## src/rtl/seq_detect_pkg.sv

```systemverilog
`default_nettype none
// ============================================================================
// Module      : seq_detect_pkg
// Description : Shared types and constants for the shared "1101" detector
//               scheduler: FSM states, detector state codes, match pattern.
// Revision    : 1.0 - initial release
// ============================================================================
package seq_detect_pkg;

    typedef enum logic [1:0] {
        ST_IDLE  = 2'd0,
        ST_LOAD  = 2'd1,
        ST_SHIFT = 2'd2,
        ST_DONE  = 2'd3
    } sched_state_e;

    // Detector state as seen on the (qa,qb) T flip-flop pair
    typedef enum logic [1:0] {
        DET_S0 = 2'b00,
        DET_S1 = 2'b01,
        DET_S3 = 2'b10,
        DET_S2 = 2'b11
    } det_state_e;

    localparam logic [3:0] PATTERN = 4'b1101;

endpackage
`default_nettype wire

```

## src/rtl/seq_detect_core_1101.sv

```systemverilog
`default_nettype none
// ============================================================================
// Module      : seq_detect_core_1101
// Description : Bit-serial overlapping "1101" Mealy detector built from two
//               T flip-flops; match is combinational on state and input.
// Revision    : 1.0 - initial release
// ============================================================================
module seq_detect_core_1101
    import seq_detect_pkg::*;
(
    input  logic       clk,
    input  logic       reset,
    input  logic       clear,
    input  logic       enable,
    input  logic       in,
    output logic       match,
    output det_state_e state
);

    logic qa_q, qa_d;
    logic qb_q, qb_d;
    logic ta, tb;

    // Toggle terms derived from the S0..S3 transition table for this encoding
    always_comb begin
        ta   = (qa_q ^ qb_q) & (qa_q | in);
        tb   = qb_q ^ in;
        qa_d = qa_q;
        qb_d = qb_q;
        if (clear) begin
            {qa_d, qb_d} = DET_S0;
        end else if (enable) begin
            qa_d = qa_q ^ ta;
            qb_d = qb_q ^ tb;
        end
    end

    always_ff @(posedge clk or posedge reset) begin
        if (reset) begin
            qa_q <= 1'b0;
            qb_q <= 1'b0;
        end else begin
            qa_q <= qa_d;
            qb_q <= qb_d;
        end
    end

    assign state = det_state_e'({qa_q, qb_q});
    assign match = (state == DET_S3) && (in == PATTERN[0]);

endmodule
`default_nettype wire

```

## src/rtl/seq_detect_scheduler.sv

```systemverilog
`default_nettype none
// ============================================================================
// Module      : seq_detect_scheduler
// Description : Round-robin shares one "1101" detector between N_REQ
//               requesters; streams the granted word MSB-first through it.
// Revision    : 1.0 - initial release
// ============================================================================
module seq_detect_scheduler
    import seq_detect_pkg::*;
#(
    parameter int N_REQ = 2,
    parameter int WIDTH = 16,
    parameter int ID_W  = (N_REQ > 1) ? $clog2(N_REQ) : 1
) (
    input  logic                   clk,
    input  logic                   reset,
    input  logic [N_REQ-1:0]       req,
    input  logic [N_REQ*WIDTH-1:0] istream,
    output logic [N_REQ-1:0]       ack,
    output logic                   busy,
    output logic                   done,
    output logic [ID_W-1:0]        grant_id,
    output logic [WIDTH-1:0]       ostream
);

    localparam int              CNT_W   = (WIDTH > 1) ? $clog2(WIDTH) : 1;
    localparam logic [ID_W:0]   N_REQ_W = (ID_W+1)'(N_REQ);

    sched_state_e     state_q, state_d;
    logic [WIDTH-1:0] word_q, word_d;
    logic [WIDTH-1:0] ostream_q, ostream_d;
    logic [CNT_W-1:0] cnt_q, cnt_d;
    logic [ID_W-1:0]  gid_q, gid_d;
    logic [ID_W-1:0]  ptr_q, ptr_d;
    logic             busy_q, busy_d;

    logic [N_REQ-1:0] rot;
    logic [ID_W:0]    sel_sum;
    logic [ID_W-1:0]  sel;
    logic             sel_valid;

    logic       det_clear, det_enable, det_in, det_match, match_bit;
    det_state_e det_state;

    // Rotate requests so bit 0 is the pointer position; lowest set bit wins
    always_comb begin
        rot       = N_REQ'({req, req} >> ptr_q);
        sel_valid = 1'b0;
        sel_sum   = '0;
        for (int k = N_REQ-1; k >= 0; k--) begin
            if (rot[k]) begin
                sel_valid = 1'b1;
                sel_sum   = {1'b0, ptr_q} + (ID_W+1)'(k);
            end
        end
        if (sel_sum >= N_REQ_W) begin
            sel_sum = sel_sum - N_REQ_W;
        end
        sel = sel_sum[ID_W-1:0];
    end

    always_comb begin
        ack = '0;
        if ((state_q == ST_IDLE) && sel_valid && !reset) begin
            ack = N_REQ'(1) << sel;
        end
    end

    assign det_in    = word_q[cnt_q];
    assign match_bit = det_match && (det_state == DET_S3);

    always_comb begin
        state_d    = state_q;
        word_d     = word_q;
        ostream_d  = ostream_q;
        cnt_d      = cnt_q;
        gid_d      = gid_q;
        ptr_d      = ptr_q;
        busy_d     = busy_q;
        det_clear  = 1'b0;
        det_enable = 1'b0;
        case (state_q)
            ST_IDLE: begin
                if (sel_valid) begin
                    for (int k = 0; k < N_REQ; k++) begin
                        if (sel == ID_W'(k)) begin
                            word_d = istream[k*WIDTH +: WIDTH];
                        end
                    end
                    gid_d     = sel;
                    busy_d    = 1'b1;
                    ostream_d = '0;
                    det_clear = 1'b1;
                    state_d   = ST_LOAD;
                end
            end
            ST_LOAD: begin
                cnt_d   = CNT_W'(WIDTH-1);
                state_d = ST_SHIFT;
            end
            ST_SHIFT: begin
                det_enable       = 1'b1;
                ostream_d[cnt_q] = match_bit;
                cnt_d            = cnt_q - 1'b1;
                if (cnt_q == '0) begin
                    state_d = ST_DONE;
                end
            end
            ST_DONE: begin
                ptr_d   = (gid_q == ID_W'(N_REQ-1)) ? '0 : gid_q + 1'b1;
                busy_d  = 1'b0;
                state_d = ST_IDLE;
            end
            default: state_d = ST_IDLE;
        endcase
    end

    always_ff @(posedge clk or posedge reset) begin
        if (reset) begin
            state_q   <= ST_IDLE;
            word_q    <= '0;
            ostream_q <= '0;
            cnt_q     <= '0;
            gid_q     <= '0;
            ptr_q     <= '0;
            busy_q    <= 1'b0;
        end else begin
            state_q   <= state_d;
            word_q    <= word_d;
            ostream_q <= ostream_d;
            cnt_q     <= cnt_d;
            gid_q     <= gid_d;
            ptr_q     <= ptr_d;
            busy_q    <= busy_d;
        end
    end

    seq_detect_core_1101 u_core (
        .clk    (clk),
        .reset  (reset),
        .clear  (det_clear),
        .enable (det_enable),
        .in     (det_in),
        .match  (det_match),
        .state  (det_state)
    );

    assign busy     = busy_q;
    assign done     = (state_q == ST_DONE);
    assign grant_id = gid_q;
    assign ostream  = ostream_q;

endmodule
`default_nettype wire

```

## config.mk

```make
export PLATFORM = sky130hd
export DESIGN_NAME = seq_detect_scheduler
export DESIGN_NICKNAME = d
export VERILOG_FILES = /design/src/rtl/seq_detect_pkg.sv /design/src/rtl/seq_detect_core_1101.sv /design/src/rtl/seq_detect_scheduler.sv
export SDC_FILE = /design/constraint.sdc
export NUM_CORES = 1
export LEC_CHECK = 0
export ABC_AREA = 1
export BUFFER_PORTS_ARGS = -buffer_cell sky130_fd_sc_hd__clkbuf_2
export CAP_MARGIN = 20
export CORE_AREA = 8 8 85 87
export CTS_CLUSTER_DIAMETER = 200
export DETAILED_ROUTE_END_ITERATION = 12
export DIE_AREA = 0 0 93 95
export PLACE_DENSITY = 0.64
export SETUP_SLACK_MARGIN = 0.15
export SLEW_MARGIN = 5
export SYNTH_ARGS = -nofsm -noshare
export SYNTH_HDL_FRONTEND = slang
export SYNTH_SLANG_ARGS = --single-unit
export TNS_END_PERCENT = 100
```

## constraint.sdc

```tcl
create_clock -name clk -period 4.4 [get_ports clk]
set_input_delay 0.66 -clock clk [delete_from_list [all_inputs] [get_ports clk]]
set_output_delay 0.66 -clock clk [all_outputs]
set_load 0.005 [all_outputs]
```

==> Yosys cells after proc, flatten, opt, wreduce, memory -nomap -nowiden <==
Cells that the tools add are included.
{ "totals": {"ff_bits": 43, "in_bits": 36, "out_inout_bits": 21, "elab_cells": 74} }
{ "classes": {"addsub": 4, "order_cmp": 3, "eq_ne": 6, "n_shift": 2, "muxes": 28, "bitwise": 6, "n_reduce_logical": 16} }
{ "op_table": {"columns": ["op", "count"], "rows": [
  ["16-bit two-way mux", 2],
  ["16-bit case mux with 2 select lines", 1],
  ["16-bit bitwise mux", 1],
  ["1-bit two-way mux", 14],
  ["2-bit two-way mux", 5],
  ["2-bit case mux with 4 select lines", 1],
  ["4-bit case mux with 2 select lines", 1],
  ["2-bit AND reduction", 4],
  ["2-bit nonzero test", 4],
  ["2-bit equality test, second input constant", 3],
  ["1-bit logical AND", 5],
  ["4-bit by 5-bit < comparator with 1-bit output, second input constant", 1],
  ["1-bit binary-select mux with 4-bit select", 1],
  ["1-bit demux with 4-bit select", 1],
  ["4-bit by 1-bit greater-or-equal comparator with 1-bit output, second input constant", 1],
  ["4-bit logical NOT", 1],
  ["2-bit inequality test, second input constant", 2],
  ["4-bit by 1-bit >> shifter with 2-bit output", 1],
  ["4-bit by 1-bit subtractor with 4-bit output, second input constant", 1],
  ["1-bit bitwise XOR", 4],
  ["1-bit by 1-bit adder with 2-bit output, second input constant", 1],
  ["2-bit by 1-bit equality test with 1-bit output, second input constant", 1],
  ["2-bit greater-or-equal comparator, second input constant", 1],
  ["2-bit logical NOT", 1],
  ["other kinds (7)", 7]
]} }

==> Depth between registers and ports, before layout <==
{ "logic_depth": {"ltp_word": 7, "ltp_mapped": 11, "mapped_depth_nobuf": 9} }

==> Hierarchy <==
A second synthesis with hierarchy kept.
{ "hier_totals": {"cells_unflattened": 321, "hier_area_um2": 2446.1} }
{ "by_module_without_submodules": {"columns": ["module", "instances", "cells_each", "area_each_um2"], "rows": [
  ["seq_detect_scheduler", 1, 307, 2336.0],
  ["seq_detect_core_1101", 1, 14, 110.1]
]} }

==> Worst setup path before layout <==
Ideal clock, no wire load.
{ "synth_path": {"path_kind": "input-to-output", "start": "input port req[0]", "end": "output port ack[0]", "t_arrival_ns": 1.441, "required_ns": 3.740, "slack_ns": 2.299, "cell_stages": 5, "cell_sequence": "nand2_1 > nand2_1 > clkinv_1 > buf_2 > nor3_1"} }
{ "synth_via": {"elab_chain_len": 7, "elab_cells_between_ends": 12, "cone_classes": "1 x add/sub; 1 x order compare; 2 x shift; 6 x mux; 2 x reduce/logical"} }
{ "synth_rtl": {"columns": ["element", "line_no", "text"], "rows": [
  ["start, declared", "seq_detect_scheduler.sv:17", "input logic [N_REQ-1:0] req,"],
  ["4-bit by 1-bit >> shifter with 2-bit output *", "seq_detect_scheduler.sv:47", "rot = N_REQ'({req, req} >> ptr_q);"],
  ["2-bit two-way mux (2 in a row)", "seq_detect_scheduler.sv:51", "if (rot[k]) begin"],
  ["2-bit greater-or-equal comparator / 1-bit subtractor (equally long branches)", "seq_detect_scheduler.sv:56, seq_detect_scheduler.sv:57", null],
  ["1-bit two-way mux", "seq_detect_scheduler.sv:56", "if (sel_sum >= N_REQ_W) begin"],
  ["1-bit by 1-bit << shifter with 2-bit output", "seq_detect_scheduler.sv:65", "ack = N_REQ'(1) << sel;"],
  ["2-bit two-way mux *", "seq_detect_scheduler.sv:64", "if ((state_q == ST_IDLE) && sel_valid && !reset) begin"],
  ["end, declared", "seq_detect_scheduler.sv:19", "output logic [N_REQ-1:0] ack,"]
]} }
Every way passes the cells marked *; elsewhere a longest branch is shown, timed or not.

==> Final worst setup path <==
Ends and elaborated chain as after synthesis.

==> results.ini <==
[run_status]
status = finished clean

[logic_synthesis]
ys_seq_area_share_pct = 47.4
netlist_area_mm2 = 0.00227
yosysWarnings = 0
ys_top_cells_by_area = dfrtp_1 (47%), nand2_1 (11%), a21oi_1 (7.3%)
synth_top_family_by_area = compound AO/OA/AOI/OAI gates
ys_types = 24
synth-main-ff-cell = dfrtp_1
synth_nets = 328
synth_edf_count = 0
yosys.area_share.simple_pct = 18.4
muxShareOfSynthArea_pct = 0
synthCells = 283
synthArstFlopShare_pct = 100
synth_area_leader_cell = dfrtp_1
synth_compound_area_share_pct = 20.4
ys_ff_latch = 43
synthAdderAreaFrac_pct = 4.96
syn_area_per_cell_um2 = 8.02
synth-xor-area-share_pct = 0.386
yosysTopAreaCellShare_pct = 47.4

[clock_tree]
clock_path_buffers = 2
cts_hold_buf = 0
path_clk_slew_ns = 0.08
clock-sinks = 43
cts_root_buf = clkbuf_8
post_cts_buffers = 0
cts-buffers-inserted = 5
cts_resized = 0
cts_max_level = 2
clk_latency_ns = 0.30
cts_tree = yes

[routing]
wire_per_inst_um = 12.9
ant_nets = 0
drt_iter0_drc = 107
drc = 0
routed_via_density = 4.82
first_pass_iters = 4
wl_um = 5340
vias = 1997

[critical_path]
setup.worst_path.start_class = input port
regToRegSetupSlack_ns = 2.43
worstPathArrival_ns = 2.24
crit_start = req[0]
r2r_start = state_q[0]$_DFFE_PP0P_
critPathKind = in2out
end_kind = primary output
cp_max_fo = 18
cp.required_ns = 3.74

[cells_and_area]
syn_to_final_growth_pct = 20.3
num-nets-final = 383
fin_cells = 414
drive_gt1_share_pct = 21.5
num_antenna_cells = 0
multi_input_area_mm2 = 0.00100
fillers = 616
seq_area_mm2 = 0.00108

[floorplan]
coreArea_mm2 = 0.00582
rows = 28
die-height_um = 95
die_x_um = 93
initial_core_util_pct = 39.0
io_pins = 57
dieArea_mm2 = 0.00884

[sta]
worstMarginPinSlew_ns = 0.551
finalCriticalPeriod_ns = 2.90
hold_viol_final = 0
setup_ws_ns = 1.50
fin_crit_sh_pct = 65.9
rsz0062_at_grt = false
fmax_ghz = 0.345
setup_viol = 0
setup_tns_ns = 0
relSlewSlack_pct = 63.2
clock_skew_ns = 0.0131
maxSlewViolCount = 0

[placed_design]
numPortBuffers = 56
pre_cts_slack_ns = 1.49
place_inst = 406
gp_congestion = 0.824
dp_hpwl_um = 3930

[grt]
grt_max_degree = 44
grt_pass1_vias = 1953
antenna_found_initial = 0
grt_overflow_total = 0
grt_first_pass_wirelength_um = 9030
grt_usage_pct = 12.6

[power_and_ir_drop]
p_leak_nw = 1.44
power.density_mw_per_mm2 = 678
vdd_drop_max_mv = 0.213

[run]
drv_cap = 0

[min_path]
min_path_type = reg2reg
holdCritStartpoint = grant_id$_DFFE_PP0P_

registers in the layout, summed over array words and instances (netlist names):
signal	count
ostream	16
word_q	16
cnt_q	4
state_q	2
busy	1
grant_id	1
ptr_q	1
u_core.qa_q	1
u_core.qb_q	1
cell usage in the layout (no fill, tap or decap), drive strengths merged, types with 4 or more instances in the layout:
cell,n
a21oi,35
a22oi,15
clkbuf,62
dfrtp,43
ha,9
inv,34
nand2,67
nand3,9
nor2,23
nor3,4
o21ai,28
per-layer routing:
layer  global-route usage [%]  share of wire [%]  vias up  wire (µm)
met4                     3.62               0.77        0         41
li1                         -                  -     1035          -
met5                        0                  0        -          0
met3                     4.05                5.7        7        304
met1                     16.0                 49      900       2630
met2                     19.9                 44       55       2360
cells by family (layout without fill, tap and decap cells):
logic type,Yosys count,in the layout
AO/OA/AOI/OAI,80,80
XOR/XNOR,1,1
adder cells (fa/ha/maj),9,9
buffers and inverters,45,101
flip-flops,43,43
AND/OR/NAND/NOR,105,105
layout make-up:
class | instances | share of cell area (%)
Clock buffer | 6 | 2.66
Inverter | 35 | 4.81
Timing Repair Buffer | 58 | 10.8
Multi-Input combinational cell | 195 | 36.7
Tap cell | 75 | 3.44
Clock inverter | 2 | 2.20
Sequential cell | 43 | 39.4
final timing paths:
check                                           to  cells past startpoint
max                                         ack[0]                      6
max in group asynchronous    word_q[6]$_DFFE_PP0P_                      3
min reg2reg                      ptr_q$_DFFE_PP0P_                      1
max reg2reg                ostream[15]$_DFFE_PP0P_                      8
min in group asynchronous  ostream[14]$_DFFE_PP0P_                      3
min                              ptr_q$_DFFE_PP0P_                      1
critical path: stages:
cell	delay (ns)
clkbuf_2	0.11
nand2_1	0.05
nand2_1	0.41
clkinv_1	0.57
nor3_1	0.28
clkbuf_2	0.15
cells in the mapped netlist (2+ instances only):
cell,number
inv_1,32
a21oi_1,33
clkbuf_1,6
a21oi_2,2
dfrtp_1,43
nand3_1,9
o21ai_0,26
nand2_1,66
ha_1,9
inv_2,2
buf_6,3
a22oi_1,15
nor3_1,4
nor2_1,23
per-stage QoR:
stage               total power [mW]  hold slack (ns)  utilization [%]  area (µm²)
floorplan                       1.28            0.453                -        2270
global route                    2.03            0.508             47.0        2730
global placement                1.48            0.475             44.7        2600
detailed placement              1.50            0.473             44.7        2600
CTS                             1.87            0.490             47.0        2730
finish                          1.85            0.485             47.0        2730
report_power, final:
part	switching [mW]	internal, mW	total, mW	leakage [nW]
logic	0.541	0.301	0.843	0.847
registers	0.0913	0.557	0.648	0.523
clock network	0.135	0.227	0.362	0.0654
total	0.768	1.09	1.85	1.44
No activity file was read; power rests on OpenSTA's default activity.
